## config.mk

```make
export PLATFORM = sky130hd
export DESIGN_NAME = regfile_access_sequencer
export DESIGN_NICKNAME = d
export VERILOG_FILES = /design/src/rtl/regfile_access_sequencer.sv
export SDC_FILE = /design/constraint.sdc
export NUM_CORES = 1
export LEC_CHECK = 0
export CAP_MARGIN = 30
export CORE_ASPECT_RATIO = 1.1
export CORE_UTILIZATION = 39
export CTS_CLUSTER_DIAMETER = 60
export DETAILED_ROUTE_END_ITERATION = 7
export PLACE_DENSITY = 0.75
export SLEW_MARGIN = 30
export SYNTH_ARGS = -nofsm -noshare
export SYNTH_HDL_FRONTEND = slang
export SYNTH_SLANG_ARGS = --single-unit
```

## constraint.sdc

```tcl
create_clock -name clk -period 3.46 [get_ports clk]
set_input_delay 0.346 -clock clk [delete_from_list [all_inputs] [get_ports clk]]
set_output_delay 0.346 -clock clk [all_outputs]
set_load 0.05 [all_outputs]
```

## src/rtl/regfile_access_sequencer.sv

```systemverilog
// Sequences one operand-fetch / write-back request against an asynchronous
// 32x32 register-file RAM and returns the rs1/rs2 operands over valid/ready.
module regfile_access_sequencer #(
  parameter int READ_WAIT = 2,
  parameter int WR_PULSE  = 2
) (
  input  logic        clk,
  input  logic        reset,
  input  logic        req_valid,
  output logic        req_ready,
  input  logic [4:0]  rs1,
  input  logic [4:0]  rs2,
  input  logic [4:0]  rd,
  input  logic        wr_en,
  input  logic [31:0] wr_data,
  output logic        rsp_valid,
  input  logic        rsp_ready,
  output logic [31:0] rs1_data,
  output logic [31:0] rs2_data,
  output logic [4:0]  ram_write_addr,
  output logic [31:0] ram_d_write,
  output logic        ram_nWR,
  output logic [4:0]  ram_read_addr,
  output logic        ram_nOE,
  input  logic [31:0] ram_d_read,
  output logic [2:0]  dbg_state
);

  // Handshakes: a request transfers on the rising edge where req_valid and
  // req_ready are both 1; a response transfers where rsp_valid and rsp_ready
  // are both 1. Neither side may retract valid before its transfer.

  // Debug encoding is part of the visible interface: IDLE is always 0.
  typedef enum logic [2:0] {
    S_IDLE     = 3'd0,
    S_WR_SETUP = 3'd1,
    S_WR_PULSE = 3'd2,
    S_WR_HOLD  = 3'd3,
    S_RD1      = 3'd4,
    S_RD2      = 3'd5,
    S_RESP     = 3'd6
  } state_t;

  localparam int CNT_MAX = (READ_WAIT > WR_PULSE) ? READ_WAIT : WR_PULSE;
  localparam int CNT_W   = (CNT_MAX > 1) ? $clog2(CNT_MAX) : 1;
  localparam logic [CNT_W-1:0] RD_LOAD = CNT_W'(READ_WAIT - 1);
  localparam logic [CNT_W-1:0] WR_LOAD = CNT_W'(WR_PULSE - 1);

  state_t            r_state;
  logic [CNT_W-1:0]  r_cnt;
  logic              r_req_ready;
  logic              r_rsp_valid;
  logic [31:0]       r_rs1_data;
  logic [31:0]       r_rs2_data;
  logic              r_nwr;
  logic              r_noe;
  logic [4:0]        r_read_addr;
  logic [4:0]        r_rs1;
  logic [4:0]        r_rs2;
  logic [4:0]        r_write_addr;
  logic [31:0]       r_d_write;

  logic w_accept;
  logic w_do_write;
  logic w_cnt_done;

  assign w_accept   = req_valid && r_req_ready;
  assign w_do_write = wr_en && (rd != 5'd0);
  assign w_cnt_done = (r_cnt == '0);

  always_ff @(posedge clk or posedge reset) begin
    if (reset) begin
      r_state     <= S_IDLE;
      r_cnt       <= '0;
      r_req_ready <= 1'b1;
      r_rsp_valid <= 1'b0;
      r_rs1_data  <= 32'd0;
      r_rs2_data  <= 32'd0;
      r_nwr       <= 1'b1;
      r_noe       <= 1'b1;
      r_read_addr <= 5'd0;
      r_rs1       <= 5'd0;
      r_rs2       <= 5'd0;
    end else begin
      case (r_state)
        S_IDLE: begin
          if (w_accept) begin
            r_rs1       <= rs1;
            r_rs2       <= rs2;
            r_req_ready <= 1'b0;
            if (w_do_write) begin
              r_state <= S_WR_SETUP;
            end else begin
              r_state     <= S_RD1;
              r_noe       <= 1'b0;
              r_read_addr <= rs1;
              r_cnt       <= RD_LOAD;
            end
          end
        end
        S_WR_SETUP: begin
          r_state <= S_WR_PULSE;
          r_nwr   <= 1'b0;
          r_cnt   <= WR_LOAD;
        end
        S_WR_PULSE: begin
          if (w_cnt_done) begin
            r_state <= S_WR_HOLD;
            r_nwr   <= 1'b1;
          end else begin
            r_cnt <= r_cnt - 1'b1;
          end
        end
        S_WR_HOLD: begin
          // nWR already rose last edge, so nOE falling here never overlaps it.
          r_state     <= S_RD1;
          r_noe       <= 1'b0;
          r_read_addr <= r_rs1;
          r_cnt       <= RD_LOAD;
        end
        S_RD1: begin
          if (w_cnt_done) begin
            r_rs1_data  <= (r_rs1 == 5'd0) ? 32'd0 : ram_d_read;
            r_state     <= S_RD2;
            r_read_addr <= r_rs2;
            r_cnt       <= RD_LOAD;
          end else begin
            r_cnt <= r_cnt - 1'b1;
          end
        end
        S_RD2: begin
          if (w_cnt_done) begin
            r_rs2_data  <= (r_rs2 == 5'd0) ? 32'd0 : ram_d_read;
            r_noe       <= 1'b1;
            r_rsp_valid <= 1'b1;
            r_state     <= S_RESP;
          end else begin
            r_cnt <= r_cnt - 1'b1;
          end
        end
        S_RESP: begin
          if (rsp_ready) begin
            r_rsp_valid <= 1'b0;
            r_req_ready <= 1'b1;
            r_state     <= S_IDLE;
          end
        end
        default: begin
          r_state     <= S_IDLE;
          r_req_ready <= 1'b1;
          r_rsp_valid <= 1'b0;
          r_nwr       <= 1'b1;
          r_noe       <= 1'b1;
        end
      endcase
    end
  end

  // Write address/data deliberately have no reset: a reset that cuts a
  // write pulse short must leave them pointing at the intended entry.
  always_ff @(posedge clk) begin
    if (!reset && (r_state == S_IDLE) && w_accept && w_do_write) begin
      r_write_addr <= rd;
      r_d_write    <= wr_data;
    end
  end

  assign req_ready      = r_req_ready;
  assign rsp_valid      = r_rsp_valid;
  assign rs1_data       = r_rs1_data;
  assign rs2_data       = r_rs2_data;
  assign ram_write_addr = r_write_addr;
  assign ram_d_write    = r_d_write;
  assign ram_nWR        = r_nwr;
  assign ram_read_addr  = r_read_addr;
  assign ram_nOE        = r_noe;
  assign dbg_state      = r_state;

endmodule

```

==> results of run 1 <==
-- layer usage --
layer | GRT usage, % | routed length [um] | vias up
met5 | 0 | 0 | -
met4 | 8.30 | 206 | 0
met3 | 5.04 | 677 | 20
met2 | 36.1 | 6690 | 142
met1 | 26.0 | 5260 | 1871
li1 | - | - | 1742
-- area by class of cell --
| class | count | area [sq um] |
|---|---|---|
| Tap cell | 150 | 188 |
| Sequential cell | 124 | 3290 |
| Fill cell | 913 | 4210 |
| Timing Repair Buffer | 205 | 2040 |
| Clock buffer | 21 | 492 |
| Multi-Input combinational cell | 219 | 1320 |
| Clock inverter | 11 | 78.8 |
| Inverter | 7 | 27.5 |
-- flip-flops by register name, summed over array words and instances, names as in the netlist --
name            flops
dbg_state           3
r_cnt               1
r_rs1               5
r_rs2               5
ram_d_write        32
ram_nOE             1
ram_nWR             1
ram_read_addr       5
ram_write_addr      5
req_ready           1
rs1_data           32
rs2_data           32
rsp_valid           1
-- worst paths after layout --
check | start | endpoint | slack (ps) | depth (start not counted)
setup / recovery | dbg_state[0] | ram_d_write[21] | 850 | 6
hold / removal | reset | rs2_data[27] | 430 | 2
setup reg to reg | dbg_state[0] | ram_d_write[21] | 850 | 6
hold reg to reg | rs1_data[24] | rs1_data[24] | 480 | 2
max in group asynchronous | reset | ram_nWR | 2270 | 3
min in group clk | rs1_data[24] | rs1_data[24] | 480 | 2
-- power by group --
part	switching, mW	internal (mW)	total [mW]
Combinational	2.25	1.20	3.45
Sequential	0.270	1.98	2.25
Clock	0.642	1.02	1.66
-- layout by cell type (no fill, tap or decap), drive strengths merged --
cell | synthesis | final
a32oi | 1 | 1
or4 | 2 | 2
o31ai | 1 | 1
dfstp | 3 | 3
o311ai | 1 | 1
edfxtp | 37 | 37
nand2 | 71 | 71
o21ai | 41 | 41
o211ai | 2 | 2
or3 | 1 | 1
nor3 | 1 | 1
nand3 | 4 | 4
clkdlybuf4s50 | 0 | 196
a21oi | 8 | 8
nor2 | 15 | 15
clkinv | 0 | 6
a211oi | 1 | 1
nor3b | 5 | 5
and2 | 1 | 1
nor2b | 2 | 2
o32ai | 1 | 1
nand3b | 1 | 1
clkinvlp | 0 | 1
mux2i | 5 | 5
buf | 13 | 9
mux2 | 10 | 10
a22o | 33 | 33
and4b | 1 | 1
a31oi | 1 | 1
dfrtp | 84 | 84
nand2b | 5 | 5
inv | 7 | 11
o221ai | 5 | 5
clkbuf | 12 | 21
-- through the flow --
stage / utilization, % / cells / power, mW / hold WS (ps) / cell area [sq um]
2_1_floorplan: - / 375 / 4.54 / 445 / 4750
3_3_place_gp: 58.9 / 705 / 5.64 / 463 / 6860
3_5_place_dp: 59.0 / 705 / 5.72 / 470 / 6870
4_1_cts: 63.9 / 737 / 7.42 / 453 / 7440
5_1_grt: 63.9 / 737 / 7.71 / 474 / 7440
6_report: 63.9 / 737 / 7.36 / 426 / 7440
-- worst max-delay path: stages (launching register included) --
cell and delay [ps]:
sky130_fd_sc_hd__dfrtp_1 350, sky130_fd_sc_hd__buf_4 190, sky130_fd_sc_hd__nor2_1 240, sky130_fd_sc_hd__and4b_1 670, sky130_fd_sc_hd__o211ai_1 240, sky130_fd_sc_hd__nor2_2 120
sky130_fd_sc_hd__buf_4 420
-- cell families after synthesis --
logic type	count (synthesis)	synth area share, %
AOI/OAI and AO/OA	95	14.0
DFF	124	69.3
and+or+nand+nor	109	10.1
buffers and inverters	32	3.11
muxes	15	3.42
==> flow_summary.html, run 1 <==
<table>
<tr><th>Metric</th><th>Value</th></tr>
<tr><th colspan="2">Place</th></tr>
<tr><td>Final weighted congestion in routability-driven placement</td><td>0.780</td></tr>
<tr><td>Pre-CTS WS</td><td>793 ps</td></tr>
<tr><td>HPWL after DPL</td><td>8990 um</td></tr>
<tr><td>Count of input and output buffers</td><td>196</td></tr>
<tr><th colspan="2">Synthesis</th></tr>
<tr><td>Synth Area per Inst</td><td>12.7 sq um</td></tr>
<tr><td>Ranking of synthesized cells by instance count</td><td>sky130_fd_sc_hd__dfrtp_1, sky130_fd_sc_hd__nand2_1, sky130_fd_sc_hd__o21ai_0, sky130_fd_sc_hd__edfxtp_1, sky130_fd_sc_hd__a22o_1</td></tr>
<tr><td>Number of standard cells after synthesis</td><td>375</td></tr>
<tr><td>Syn nets</td><td>459</td></tr>
<tr><td>Mapped cell area</td><td>4750 sq um</td></tr>
<tr><td>Fraction of registers with async set or reset after synthesis</td><td>70.2%</td></tr>
<tr><td>FF+latch count, synth</td><td>124</td></tr>
<tr><td>Area leader, netlist</td><td>sky130_fd_sc_hd__dfrtp_1</td></tr>
<tr><td>Number of distinct library cells after synthesis</td><td>38</td></tr>
<tr><td>Post-synth EDFFs</td><td>37</td></tr>
<tr><td>Sequential-to-total area share from yosys stat</td><td>69.3%</td></tr>
<tr><td>Leading cell types by total area after synthesis</td><td>sky130_fd_sc_hd__dfrtp_1, sky130_fd_sc_hd__edfxtp_1, sky130_fd_sc_hd__a22o_1</td></tr>
<tr><td>Dominant register cell in the synthesized netlist</td><td>sky130_fd_sc_hd__dfrtp_1</td></tr>
<tr><td>Most used standard cell by instance count after synthesis</td><td>sky130_fd_sc_hd__dfrtp_1</td></tr>
<tr><td>Share of the synthesized area in the top cell type</td><td>44.3%</td></tr>
<tr><td>Ys Warns</td><td>0</td></tr>
<tr><th colspan="2">Timing</th></tr>
<tr><td>Max Clock Freq</td><td>384 MHz</td></tr>
<tr><td>Setup-failing EPs final</td><td>0</td></tr>
<tr><td>Headroom to the max-slew limit</td><td>41.6%</td></tr>
<tr><td>Final-report max-slew violation count</td><td>0</td></tr>
<tr><td>Count of endpoints failing hold in the final timing report</td><td>0</td></tr>
<tr><td>Setup Skew</td><td>10.4 ps</td></tr>
<tr><td>Setup_tns</td><td>0 ps</td></tr>
<tr><td>Slew of the pin with the lowest slew margin</td><td>875 ps</td></tr>
<tr><td>Period utilization</td><td>75.4%</td></tr>
<tr><td>Minimum period implied by the final worst setup slack</td><td>2610 ps</td></tr>
<tr><td>Setup repair after global routing missed its margin</td><td>no</td></tr>
<tr><td>Final critical-path setup slack</td><td>852 ps</td></tr>
<tr><th colspan="2">Clock network</th></tr>
<tr><td>Post-CTS setup repair buffer count</td><td>0</td></tr>
<tr><td>Root buffer cell</td><td>sky130_fd_sc_hd__clkbuf_16</td></tr>
<tr><td>Count of clock tree sinks</td><td>124</td></tr>
<tr><td>Hold-fix buffer count after cts</td><td>0</td></tr>
<tr><td>Number of H-tree branching levels</td><td>4</td></tr>
<tr><td>Number of CTS-inserted buffers</td><td>17</td></tr>
<tr><td>Number of buffers on the longest clock path</td><td>2</td></tr>
<tr><td>Skew-Pair Late Insertion Delay</td><td>410 ps</td></tr>
<tr><td>CTS tree</td><td>yes</td></tr>
<tr><td>Clock transition at the registers of the reported paths</td><td>60 ps</td></tr>
<tr><td>Post-cts gate resize count</td><td>0</td></tr>
<tr><th colspan="2">Routing</th></tr>
<tr><td>Routed wire per std cell</td><td>17.4 um</td></tr>
<tr><td>Via/cell ratio</td><td>5.12</td></tr>
<tr><td>Overall via count from detail_route</td><td>3775</td></tr>
<tr><td>Drt first-iter violations</td><td>163</td></tr>
<tr><td>Drc violations</td><td>0</td></tr>
<tr><td>Antenna Nets Post-Route</td><td>0</td></tr>
<tr><td>Detailed-router iteration count before antenna repair</td><td>4</td></tr>
<tr><td>Final routed wirelength across all metal layers</td><td>12800 um</td></tr>
<tr><th colspan="2">Worst setup path</th></tr>
<tr><td>Startpoint class of the critical path</td><td>flip-flop</td></tr>
<tr><td>Data arrival time of the critical path</td><td>2650 ps</td></tr>
<tr><td>Endpoint type of the worst setup path</td><td>flip-flop</td></tr>
<tr><td>Critical Path RT</td><td>3510 ps</td></tr>
<tr><td>Start-to-end type of the worst setup path</td><td>reg2reg</td></tr>
<tr><td>Worst-path fanout max</td><td>37</td></tr>
<tr><th colspan="2">Floorplan</th></tr>
<tr><td>Number of rows created at floorplan</td><td>41</td></tr>
<tr><td>Floorplan die width</td><td>107 um</td></tr>
<tr><td>Die span in y</td><td>118 um</td></tr>
<tr><td>Number of top-level pins</td><td>197</td></tr>
<tr><td>Area of the die</td><td>12600 sq um</td></tr>
<tr><td>Initial cell density of the core</td><td>40.8%</td></tr>
<tr><td>Std-Cell Core Area</td><td>11600 sq um</td></tr>
<tr><th colspan="2">Worst hold path</th></tr>
<tr><td>Worst Hold Class</td><td>in2async</td></tr>
<tr><th colspan="2">GRT</th></tr>
<tr><td>Via count of the first global-routing pass</td><td>3867</td></tr>
<tr><td>Global-route total usage across every layer</td><td>21.3%</td></tr>
<tr><td>Pin count of the biggest net entering global routing</td><td>47</td></tr>
<tr><td>Total congestion overflow</td><td>0</td></tr>
<tr><td>First-pass GRT wire length</td><td>20600 um</td></tr>
<tr><td>Antenna violations before repair</td><td>0</td></tr>
<tr><th colspan="2">Pwr</th></tr>
<tr><td>Worst-case vdd ir drop</td><td>0.557 mV</td></tr>
<tr><td>Static leakage</td><td>3.03 nW</td></tr>
<tr><td>Power density over the cells</td><td>989 nW/um^2</td></tr>
<tr><th colspan="2">Finish</th></tr>
<tr><td>Number of antenna diodes</td><td>0</td></tr>
<tr><td>Area Overhead vs Synth</td><td>56.6%</td></tr>
<tr><td>Layout cells sized above 1</td><td>10.6%</td></tr>
<tr><td>Number of nets at the end of the flow</td><td>658</td></tr>
<tr><th colspan="2">Flow run</th></tr>
<tr><td>Max Cap Viol</td><td>0</td></tr>
<tr><th colspan="2">Run status</th></tr>
<tr><td>Run status</td><td>complete, no violations</td></tr>
</table>
(Power assumes the default switching activity.)
==> run 2, diff against run 1 <==
- clock period: 3.46 -> 2.25 ns (I/O delays scaled with it)
==> run 2 against run 1 <==
Compared with the run above:
- first-iteration DRC count grew 20%
- sequential share of layout area fell by 0.72 points
- via count is 1.1% lower
- final cell count grew 0.68%
- clock-buffer cell count unchanged
- power is 57% higher
- final area increased by 1.7%
- sequential power rose by 54%
- worst setup slack worse by 730 ps
- routed wire length decreased by 0.22%
- die area unchanged
- critical endpoint is now dbg_state[1]
- largest power group unchanged
- highest routed layer unchanged
==> flow_summary.html, run 2 (same netlist as run 1, synthesis figures left out) <==
<table>
<tr><th>Metric</th><th>Value</th></tr>
<tr><th colspan="2">Pwr</th></tr>
<tr><td>Worst-case vdd ir drop</td><td>0.882 mV (+58%)</td></tr>
<tr><td>Static leakage</td><td>3.07 nW (+1.5%)</td></tr>
<tr><td>Overall power of the completed layout</td><td>11.6 mW (+57%)</td></tr>
<tr><td>Power density over the cells</td><td>1530 nW/um^2 (+55%)</td></tr>
<tr><th colspan="2">Routing</th></tr>
<tr><td>Detailed-router iteration count before antenna repair</td><td>4 (unchanged)</td></tr>
<tr><td>Final routed wirelength across all metal layers</td><td>12800 um (-0.22%)</td></tr>
<tr><td>Routed wire per std cell</td><td>17.3 um (-0.89%)</td></tr>
<tr><td>Via/cell ratio</td><td>5.03 (-1.8%)</td></tr>
<tr><td>Drc violations</td><td>0 (unchanged)</td></tr>
<tr><td>Overall via count from detail_route</td><td>3732 (-1.1%)</td></tr>
<tr><td>Antenna Nets Post-Route</td><td>0 (unchanged)</td></tr>
<tr><td>Drt first-iter violations</td><td>196 (+20%)</td></tr>
<tr><th colspan="2">GRT</th></tr>
<tr><td>Via count of the first global-routing pass</td><td>3971 (+2.7%)</td></tr>
<tr><td>Pin count of the biggest net entering global routing</td><td>88 (+87%)</td></tr>
<tr><td>Antenna violations before repair</td><td>0 (unchanged)</td></tr>
<tr><td>Total congestion overflow</td><td>0 (unchanged)</td></tr>
<tr><td>First-pass GRT wire length</td><td>20800 um (+1.3%)</td></tr>
<tr><td>Global-route total usage across every layer</td><td>21.5% (+0.23 points)</td></tr>
<tr><th colspan="2">Worst setup path</th></tr>
<tr><td>Endpoint type of the worst setup path</td><td>output pin</td></tr>
<tr><td>Startpoint class of the critical path</td><td>flip-flop</td></tr>
<tr><td>Internal reg-to-reg setup slack</td><td>330 ps (-520 ps)</td></tr>
<tr><td>Start-to-end type of the worst setup path</td><td>reg2out</td></tr>
<tr><td>Data arrival time of the critical path</td><td>1900 ps (-750 ps)</td></tr>
<tr><td>Critical Path RT</td><td>2030 ps (-1480 ps)</td></tr>
<tr><td>Worst-path fanout max</td><td>27 (-27%)</td></tr>
<tr><th colspan="2">Place</th></tr>
<tr><td>Placed cell areas</td><td>6920 sq um (+0.77%)</td></tr>
<tr><td>Pre-CTS WS</td><td>-113 ps (-906 ps)</td></tr>
<tr><td>Count of input and output buffers</td><td>196 (unchanged)</td></tr>
<tr><td>Cell count after placement</td><td>709 (+0.57%)</td></tr>
<tr><td>Final weighted congestion in routability-driven placement</td><td>0.797 (+2.2%)</td></tr>
<tr><td>HPWL after DPL</td><td>9130 um (+1.5%)</td></tr>
<tr><th colspan="2">Worst hold path</th></tr>
<tr><td>Worst Hold Class</td><td>in2reg</td></tr>
<tr><th colspan="2">Timing</th></tr>
<tr><td>Setup Skew</td><td>11.1 ps (+0.623 ps)</td></tr>
<tr><td>Final-report max-slew violation count</td><td>0 (unchanged)</td></tr>
<tr><td>Setup repair after global routing missed its margin</td><td>no</td></tr>
<tr><td>Minimum period implied by the final worst setup slack</td><td>2130 ps</td></tr>
<tr><td>Slew of the pin with the lowest slew margin</td><td>546 ps (-330 ps)</td></tr>
<tr><td>Headroom to the max-slew limit</td><td>63.5% (+22 points)</td></tr>
<tr><td>Setup-failing EPs final</td><td>0 (unchanged)</td></tr>
<tr><td>Max Clock Freq</td><td>470 MHz</td></tr>
<tr><td>Count of endpoints failing hold in the final timing report</td><td>0 (unchanged)</td></tr>
<tr><td>Period utilization</td><td>94.6%</td></tr>
<tr><td>Final critical-path setup slack</td><td>123 ps (-730 ps)</td></tr>
<tr><th colspan="2">Finish</th></tr>
<tr><td>Number of antenna diodes</td><td>0 (unchanged)</td></tr>
<tr><td>Post-Layout Cell Count</td><td>742 (+0.68%)</td></tr>
<tr><td>Most common cell after layout, fill and taps aside</td><td>sky130_fd_sc_hd__clkdlybuf4s50_1</td></tr>
<tr><td>Area Overhead vs Synth</td><td>59.3%</td></tr>
<tr><td>Top library cells by usage in the layout, fill and taps aside</td><td>sky130_fd_sc_hd__clkdlybuf4s50_1, sky130_fd_sc_hd__dfrtp_1, sky130_fd_sc_hd__nand2_1</td></tr>
<tr><td>Non-Filler Cell Area, Final</td><td>7570 sq um (+1.7%)</td></tr>
<tr><td>Number of nets at the end of the flow</td><td>663 (+0.76%)</td></tr>
<tr><td>Layout cells sized above 1</td><td>11.7% (+1.1 points)</td></tr>
<tr><td>Utilization after layout</td><td>65.0% (+1.1 points)</td></tr>
<tr><th colspan="2">Floorplan</th></tr>
<tr><td>Floorplan die width</td><td>107 um (unchanged)</td></tr>
<tr><td>Std-Cell Core Area</td><td>11600 sq um (unchanged)</td></tr>
<tr><td>Initial cell density of the core</td><td>40.8% (unchanged)</td></tr>
<tr><td>Area of the die</td><td>12600 sq um (unchanged)</td></tr>
<tr><td>Number of rows created at floorplan</td><td>41 (unchanged)</td></tr>
<tr><td>Number of top-level pins</td><td>197 (unchanged)</td></tr>
<tr><td>Die span in y</td><td>118 um (unchanged)</td></tr>
<tr><th colspan="2">Clock network</th></tr>
<tr><td>CTS tree</td><td>yes</td></tr>
<tr><td>Count of clock tree sinks</td><td>124 (unchanged)</td></tr>
<tr><td>Skew-Pair Late Insertion Delay</td><td>400 ps (about the same)</td></tr>
<tr><td>Clock transition at the registers of the reported paths</td><td>60 ps (about the same)</td></tr>
<tr><td>Number of H-tree branching levels</td><td>4 (unchanged)</td></tr>
<tr><td>Number of CTS-inserted buffers</td><td>17 (unchanged)</td></tr>
<tr><td>Number of buffers on the longest clock path</td><td>2 (unchanged)</td></tr>
<tr><td>Post-CTS setup repair buffer count</td><td>0 (unchanged)</td></tr>
<tr><td>Root buffer cell</td><td>sky130_fd_sc_hd__clkbuf_16</td></tr>
<tr><td>Post-cts gate resize count</td><td>0 (unchanged)</td></tr>
<tr><td>Hold-fix buffer count after cts</td><td>0 (unchanged)</td></tr>
<tr><th colspan="2">Run status</th></tr>
<tr><td>Run status</td><td>complete, no violations</td></tr>
<tr><th colspan="2">Flow run</th></tr>
<tr><td>Max Cap Viol</td><td>0 (unchanged)</td></tr>
</table>
## run 2: cell count changes in the layout (fill, tap and decap cells not counted), sizes merged
cell,delta
bufinv,+2
clkinv,-2
buf,+5
clkinvlp,+1
inv,-1
## run 2: area by class of cell
cell class	count	area, sq um
tap	150	188
multi-input combinational	219	1340
inverter	7	30.0
sequential	124	3290
clock buffer	21	492
timing repair buffer	210	2100
clock inverter	11	128
fill	879	4080
## run 2: path summary, 6_finish.rpt
path | from | endpoint | cells past startpoint
min in group asynchronous | reset | r_cnt | 3
min | wr_data[29] | ram_d_write[29] | 1
min reg2reg | rs1_data[30] | rs1_data[30] | 2
max reg2reg | req_ready | ram_d_write[21] | 4
max in group asynchronous | reset | rs1_data[27] | 3
max | dbg_state[1] | dbg_state[1] | 2
## run 2: layer usage
| layer | track usage, % | part of all wire, % | vias to the layer above |
|---|---|---|---|
| met1 | 25.8 | 41 | 1865 |
| met2 | 37.9 | 54 | 110 |
| met4 | 6.51 | 0.68 | 0 |
| li1 | - | - | 1751 |
| met3 | 4.93 | 4.5 | 6 |
| met5 | 0 | 0 | - |
## run 2: worst max-delay path: stages, from the launching register on
cell	delay [ps]
sky130_fd_sc_hd__dfrtp_2	380
sky130_fd_sc_hd__buf_4	270
sky130_fd_sc_hd__clkdlybuf4s50_1	860
## run 2: where the power goes
part           switching, mW  leakage [nW]  internal, mW
sequential             0.424          1.42          3.04
clock                  0.979         0.306          1.80
combinational           3.45          1.35          1.87
## run 2: metrics by stage
step / hold WS, ps / TNS, ps
2_1_floorplan: 324 / -4180
3_3_place_gp: 463 / -1660
3_5_place_dp: 472 / -4090
4_1_cts: 357 / 0
5_1_grt: 359 / 0
6_report: 380 / 0
